`src/rtl/rf_readback_ctrl_pkg.sv`:
```
// Shared definitions for the RF read-back controller: FSM encoding,
// default widths and a small sizing helper.
package rf_readback_ctrl_pkg;

  localparam int DEFAULT_N         = 32;
  localparam int DEFAULT_ADDR_BITS = 32;

  typedef enum logic [1:0] {
    ST_IDLE  = 2'd0,
    ST_RUN   = 2'd1,
    ST_DRAIN = 2'd2,
    ST_DONE  = 2'd3
  } rb_state_t;

  // Width of an occupancy counter that must hold 0..depth inclusive.
  function automatic int cnt_width(input int depth);
    return $clog2(depth) + 1;
  endfunction

endpackage

```
`src/rtl/rf_readback_ctrl_fifo.sv`:
```
// Small first-word-fall-through FIFO used as the output buffer of the
// read-back controller. Head entry is visible on head_data while !empty.
module rf_rb_fifo
  import rf_readback_ctrl_pkg::*;
#(
  parameter int W     = 33,
  parameter int DEPTH = 4
) (
  input  logic                      clk,
  input  logic                      srst,
  input  logic                      push,
  input  logic [W-1:0]              push_data,
  input  logic                      pop,
  output logic [W-1:0]              head_data,
  output logic                      full,
  output logic                      empty,
  output logic [cnt_width(DEPTH)-1:0] count
);

  localparam int AW = $clog2(DEPTH);

  logic [W-1:0] mem_reg [DEPTH];
  logic [AW:0]  wr_ptr_reg;
  logic [AW:0]  rd_ptr_reg;
  logic         do_push;
  logic         do_pop;

  // Pointer difference gives occupancy; the extra MSB separates full from empty.
  always_comb begin
    count     = wr_ptr_reg - rd_ptr_reg;
    full      = (count == (AW + 1)'(DEPTH));
    empty     = (count == '0);
    do_pop    = pop && !empty;
    do_push   = push && (!full || do_pop);
    head_data = mem_reg[rd_ptr_reg[AW-1:0]];
  end

  // Storage array, written at the write pointer; no reset needed for contents.
  always_ff @(posedge clk) begin
    if (do_push) begin
      mem_reg[wr_ptr_reg[AW-1:0]] <= push_data;
    end
  end

  // Read/write pointer advance.
  always_ff @(posedge clk) begin
    if (srst) begin
      wr_ptr_reg <= '0;
      rd_ptr_reg <= '0;
    end else begin
      if (do_push) wr_ptr_reg <= wr_ptr_reg + 1'b1;
      if (do_pop)  rd_ptr_reg <= rd_ptr_reg + 1'b1;
    end
  end

endmodule

```
`src/rtl/rf_readback_ctrl.sv`:
```
// Sweeps a contiguous RF address window through the RF read port and streams
// the returned words out on a valid/ready interface with start/done sequencing.
module rf_readback_ctrl
  import rf_readback_ctrl_pkg::*;
#(
  parameter int N              = DEFAULT_N,
  parameter int RF_Addr_BITNES = DEFAULT_ADDR_BITS,
  parameter int RD_LATENCY     = 1,
  parameter int FIFO_DEPTH     = 4
) (
  input  logic                      i_clk,
  input  logic                      i_reset,
  input  logic                      i_start,
  input  logic [RF_Addr_BITNES-1:0] i_base_addr,
  input  logic [RF_Addr_BITNES-1:0] i_count,
  output logic [RF_Addr_BITNES-1:0] o_rf_addr,
  output logic                      o_rf_re,
  input  logic [N-1:0]              i_rf_data,
  output logic [N-1:0]              o_data,
  output logic                      o_valid,
  input  logic                      i_ready,
  output logic                      o_last,
  output logic                      o_busy,
  output logic                      o_done
);

  localparam int CW = cnt_width(FIFO_DEPTH);

  rb_state_t                 state_reg;
  rb_state_t                 state_next;
  logic [RF_Addr_BITNES-1:0] addr_reg;
  logic [RF_Addr_BITNES-1:0] remaining_reg;
  logic [RD_LATENCY-1:0]     pipe_valid_reg;
  logic [RD_LATENCY-1:0]     pipe_last_reg;
  logic [CW-1:0]             fifo_count;
  logic [CW-1:0]             inflight;
  logic [CW:0]               occupancy;
  logic                      fifo_full;
  logic                      fifo_empty;
  logic                      fifo_push;
  logic                      fifo_pop;
  logic [N:0]                fifo_head;
  logic                      issue;
  logic                      issue_last;
  logic                      last_handshake;

  // Issue only while buffered plus in-flight words leave room, so a returning
  // word always has a FIFO slot and never needs to be blocked.
  always_comb begin
    inflight = '0;
    for (int i = 0; i < RD_LATENCY; i++) begin
      inflight = inflight + CW'(pipe_valid_reg[i]);
    end
    occupancy      = {1'b0, fifo_count} + {1'b0, inflight};
    issue          = (state_reg == ST_RUN) && !fifo_full &&
                     (occupancy < (CW + 1)'(FIFO_DEPTH));
    issue_last     = (remaining_reg == {{(RF_Addr_BITNES-1){1'b0}}, 1'b1});
    fifo_push      = pipe_valid_reg[RD_LATENCY-1];
    fifo_pop       = o_valid && i_ready;
    last_handshake = fifo_pop && o_last;
  end

  // Next-state logic for the sweep sequencer.
  always_comb begin
    state_next = state_reg;
    case (state_reg)
      ST_IDLE:  if (i_start) state_next = (i_count == '0) ? ST_DONE : ST_RUN;
      ST_RUN:   if (issue && issue_last) state_next = ST_DRAIN;
      ST_DRAIN: if (last_handshake) state_next = ST_DONE;
      ST_DONE:  state_next = ST_IDLE;
      default:  state_next = ST_IDLE;
    endcase
  end

  // State register.
  always_ff @(posedge i_clk) begin
    if (i_reset) state_reg <= ST_IDLE;
    else         state_reg <= state_next;
  end

  // Address and remaining-word counters: loaded on an accepted start, stepped per issue.
  always_ff @(posedge i_clk) begin
    if (i_reset) begin
      addr_reg      <= '0;
      remaining_reg <= '0;
    end else if ((state_reg == ST_IDLE) && i_start) begin
      addr_reg      <= i_base_addr;
      remaining_reg <= i_count;
    end else if (issue) begin
      addr_reg      <= addr_reg + 1'b1;
      remaining_reg <= remaining_reg - 1'b1;
    end
  end

  // Read-latency pipe: tracks which cycles carry returning data and the last flag.
  always_ff @(posedge i_clk) begin
    if (i_reset) begin
      pipe_valid_reg <= '0;
      pipe_last_reg  <= '0;
    end else begin
      for (int i = RD_LATENCY - 1; i > 0; i--) begin
        pipe_valid_reg[i] <= pipe_valid_reg[i-1];
        pipe_last_reg[i]  <= pipe_last_reg[i-1];
      end
      pipe_valid_reg[0] <= issue;
      pipe_last_reg[0]  <= issue && issue_last;
    end
  end

  rf_rb_fifo #(
    .W     (N + 1),
    .DEPTH (FIFO_DEPTH)
  ) u_fifo (
    .clk       (i_clk),
    .srst      (i_reset),
    .push      (fifo_push),
    .push_data ({pipe_last_reg[RD_LATENCY-1], i_rf_data}),
    .pop       (fifo_pop),
    .head_data (fifo_head),
    .full      (fifo_full),
    .empty     (fifo_empty),
    .count     (fifo_count)
  );

  // Output decode: stream side comes from the FIFO head, status from the state.
  always_comb begin
    o_rf_re   = issue;
    o_rf_addr = addr_reg;
    o_valid   = !fifo_empty;
    o_data    = fifo_head[N-1:0];
    o_last    = !fifo_empty && fifo_head[N];
    o_busy    = (state_reg == ST_RUN) || (state_reg == ST_DRAIN);
    o_done    = (state_reg == ST_DONE);
  end

endmodule

```
`config.mk`:
```
export PLATFORM = sky130hd
export DESIGN_NAME = rf_readback_ctrl
export DESIGN_NICKNAME = d
export VERILOG_FILES = /design/src/rtl/rf_readback_ctrl_pkg.sv /design/src/rtl/rf_readback_ctrl_fifo.sv /design/src/rtl/rf_readback_ctrl.sv
export SDC_FILE = /design/constraint.sdc
export NUM_CORES = 1
export LEC_CHECK = 0
export ABC_CLOCK_PERIOD_IN_PS = 7100
export BUFFER_PORTS_ARGS = -buffer_cell sky130_fd_sc_hd__buf_2
export CORE_ASPECT_RATIO = 0.8
export CORE_MARGIN = 3
export CORE_UTILIZATION = 58
export CTS_BUF_LIST = sky130_fd_sc_hd__clkbuf_2 sky130_fd_sc_hd__clkbuf_4 sky130_fd_sc_hd__clkbuf_8
export DETAILED_ROUTE_END_ITERATION = 12
export HOLD_SLACK_MARGIN = 0.08
export PLACE_DENSITY = 0.86
export SKIP_CTS_REPAIR_TIMING = 1
export SLEW_MARGIN = 40
export SYNTH_ARGS = -nofsm -noshare
export SYNTH_HDL_FRONTEND = slang
export SYNTH_SLANG_ARGS = --single-unit
```
`constraint.sdc`:
```
create_clock -name i_clk -period 7.1 [get_ports i_clk]
set_clock_uncertainty 0.1 [all_clocks]
set_input_delay 1.775 -clock i_clk [delete_from_list [all_inputs] [get_ports i_clk]]
set_output_delay 1.775 -clock i_clk [all_outputs]
set_load 0.01 [all_outputs]
```
==> impl_metrics.yaml <==
die:
  core_area_um2: 14690
  die-area_um2: 16990
  die_h_um: 117.2
  io_pins: 169
  initial_core_util_pct: 61.03
  die-width_um: 145.0
  rows: 39
logic_synthesis:
  synth_warnings: 0
  ys.flop_type: "edfxtp_1"
  syn_inst: 681
  seq_area_frac_synth_pct: 61.19
  yosysUniqueCellTypes: 41
  async_flop_share_pct: 0
  syn-cell-area_um2: 8964
  ys_ff_latch: 208
  synth_nets: 796
  synth_area_per_cell_um2: 13.16
  synth-edff-count: 132
layout:
  register_area_um2: 5487
  area_growth_pct: 18.55
  fin_nets: 967
  antennaDiodeCount: 0
  multi_input_area_um2: 3299
  fillers: 967
  largest_reg_flops: 132
  drive_above_1_share_pct: 31.35
clock_network:
  clk_latency_ps: 490
  cts_sinks: 208
  path_clk_slew_ps: 50
  cts_root_buf: "clkbuf_8"
  cts_tree: "yes"
  h-tree-depth: 2
  clockBufferDepth: 3
  cts_buffers: 34
timing:
  fmax_mhz: 217.4
  worst_pin_slew_ps: 820.3
  slew_violations: 0
  slew_headroom_pct: 45.31
  fin_hold_ws_ps: 414.6
  hold_viol_final: 0
  rsz0062_at_grt: "no"
  finalSetupViolations: 0
  tns_ps: 0
  fin_crit_sh_pct: 64.79
  period_needed_ps: 4600
power_and_ir_drop:
  p_leak_nw: 3.729
  p_per_area_nw_per_um2: 343.0
  irDropWorstVdd_mv: 0.2124
status:
  status: "complete, no violations"
place:
  io_buffers: 168
  gp_congestion: 0.9128
  dp_hpwl_um: 12930
critical_path:
  critPathArrivalTime_ps: 2730
  worst_path_dominant_cell_family: "simple AND/OR/NAND/NOR gates"
  cpMaxStageDelayCell: "or3b_2"
  worst_ep_required_time_ps: 5220
  cp_cell_sequence: "inv_1, ha_1, fa_1, or3b_2, nand3_1, inv_2, buf_2"
  crit_buf_inv: 3
  regToRegSetupSlack_ps: 3410
  endpoint_kind: "primary output"
  path_max_fanout: 9
  crit_path_start_kind: "register"
  slowest_delay_ps: 550
  crit_type: "reg -> out"
detailed_routing:
  drt_wl_total_um: 19870
  ant_nets: 0
  viasPerCell: 5.918
  dr.pass1.iters: 5
  vias: 6385
  drc: 0
  drt_iter0_markers: 567
  wl_per_cell_um: 18.42
grt:
  grt_start_max_net_pins: 88
  grt_pass1_vias: 6272
  grt-ovfl-total: 0
  antenna_found_initial: 1
  grt.total_usage_pct: 22.85
  grt_pass1_wl_um: 31480
worst_hold_path:
  hp-class: "reg -> reg"
job:
  maxCapViolations: 0
where the power goes:
part           switching, W  total (W)  leakage (nW)  internal [W]
combinational      0.000600    0.00105          1.57      0.000455
sequential         0.000151    0.00160          1.82       0.00145
clock              0.000434   0.000989         0.343      0.000555
worst register-to-register path, stage by stage (launching register included):
cell and delay (ps):
dfxtp_1 390, inv_1 110, ha_1 200, fa_1 400, xnor3_2 330, nand4_1 480, or4_1 860, or4_1 450
a311oi_1 280
Yosys cell counts (3+ instances only):
cell	count	area, um2
a211oi_1	46	345.3
a21oi_1	7	35.03
a311oi_1	19	166.4
and2_1	6	37.54
and4_1	4	35.03
buf_1	3	11.26
clkbuf_1	35	131.4
dfxtp_1	76	1521
edfxtp_1	132	3964
ha_1	14	175.2
inv_1	12	45.04
mux4_2	33	743.2
nand2_1	22	82.58
nand3_1	16	80.08
nand4_1	11	68.82
nor2_1	79	296.5
nor3_1	17	85.08
nor4_1	28	175.2
nor4b_1	6	52.55
o21ai_0	15	75.07
or3_1	22	137.6
or4_1	6	45.04
xnor2_1	41	359.1
xor2_1	9	78.83
metal layers:
layer | vias up | routed length, um | share of wire, % | GRT usage, %
met1 | 3119 | 8427 | 42 | 30.19
met3 | 46 | 1350 | 6.8 | 5.042
met5 | - | 7 | 0.035 | 0
met2 | 244 | 9657 | 49 | 38.44
met4 | 2 | 431 | 2.2 | 7.975
li1 | 2974 | - | - | -
cell families after synthesis:
kind of cell	count (synthesis)	share of synthesized area, %
flip-flops	208	61.19
XOR/XNOR	52	5.416
adder cells (fa/ha/maj)	15	2.178
multiplexers	33	8.291
buffers and inverters	52	2.191
AND/OR/NAND/NOR	229	13.34
AO/OA/AOI/OAI	92	7.384
final cells by class:
class	instances	area share (%)
Timing Repair Buffer	174	8.372
Tap cell	205	2.414
Multi-Input combinational cell	421	31.05
Sequential cell	208	51.63
Clock buffer	53	5.864
Clock inverter	5	0.2119
Inverter	13	0.4592
path summary, 6_finish.rpt:
path | endpoint | start | cells past startpoint
max | o_rf_re | u_fifo.wr_ptr_reg[0] | 7
min | o_rf_addr[31] | o_rf_addr[31] | 2
max reg2reg | remaining_reg[23] | u_fifo.wr_ptr_reg[0] | 8
min reg2reg | o_rf_addr[31] | o_rf_addr[31] | 2
per-stage QoR:
step           util (%)  worst slack, ps  power (W)  instance area [um2]  instances
3_3_place_gp      67.79             3110   0.002609                 9957       1019
6_report          72.35             2500   0.003645                10630       1079
3_5_place_dp      67.83             3006   0.002658                 9962       1019
2_1_floorplan         -             3322   0.002314                 8964        681
5_1_grt           72.35             2323   0.003840                10630       1079
4_1_cts           72.22             2480   0.003658                10610       1077
placed cells by master, fill, tap and decap left out, types with 7 or more instances in the layout:
cell type  netlist  final
buf_2            1    168
edfxtp_1       132    132
nor2_1          79     79
dfxtp_1         76     75
a211oi_1        46     46
xnor2_1         41     41
clkbuf_8         0     36
mux4_2          33     33
nor4_1          28     28
or3_1           22     22
nand2_1         22     21
a311oi_1        19     19
nor3_1          17     17
clkbuf_4         0     17
nand3_1         16     16
o21ai_0         15     15
ha_1            14     14
inv_1           12     12
nand4_1         11     11
xor2_1           9      9
a21oi_1          7      7
Note: power is estimated with default switching activity, not from simulation.
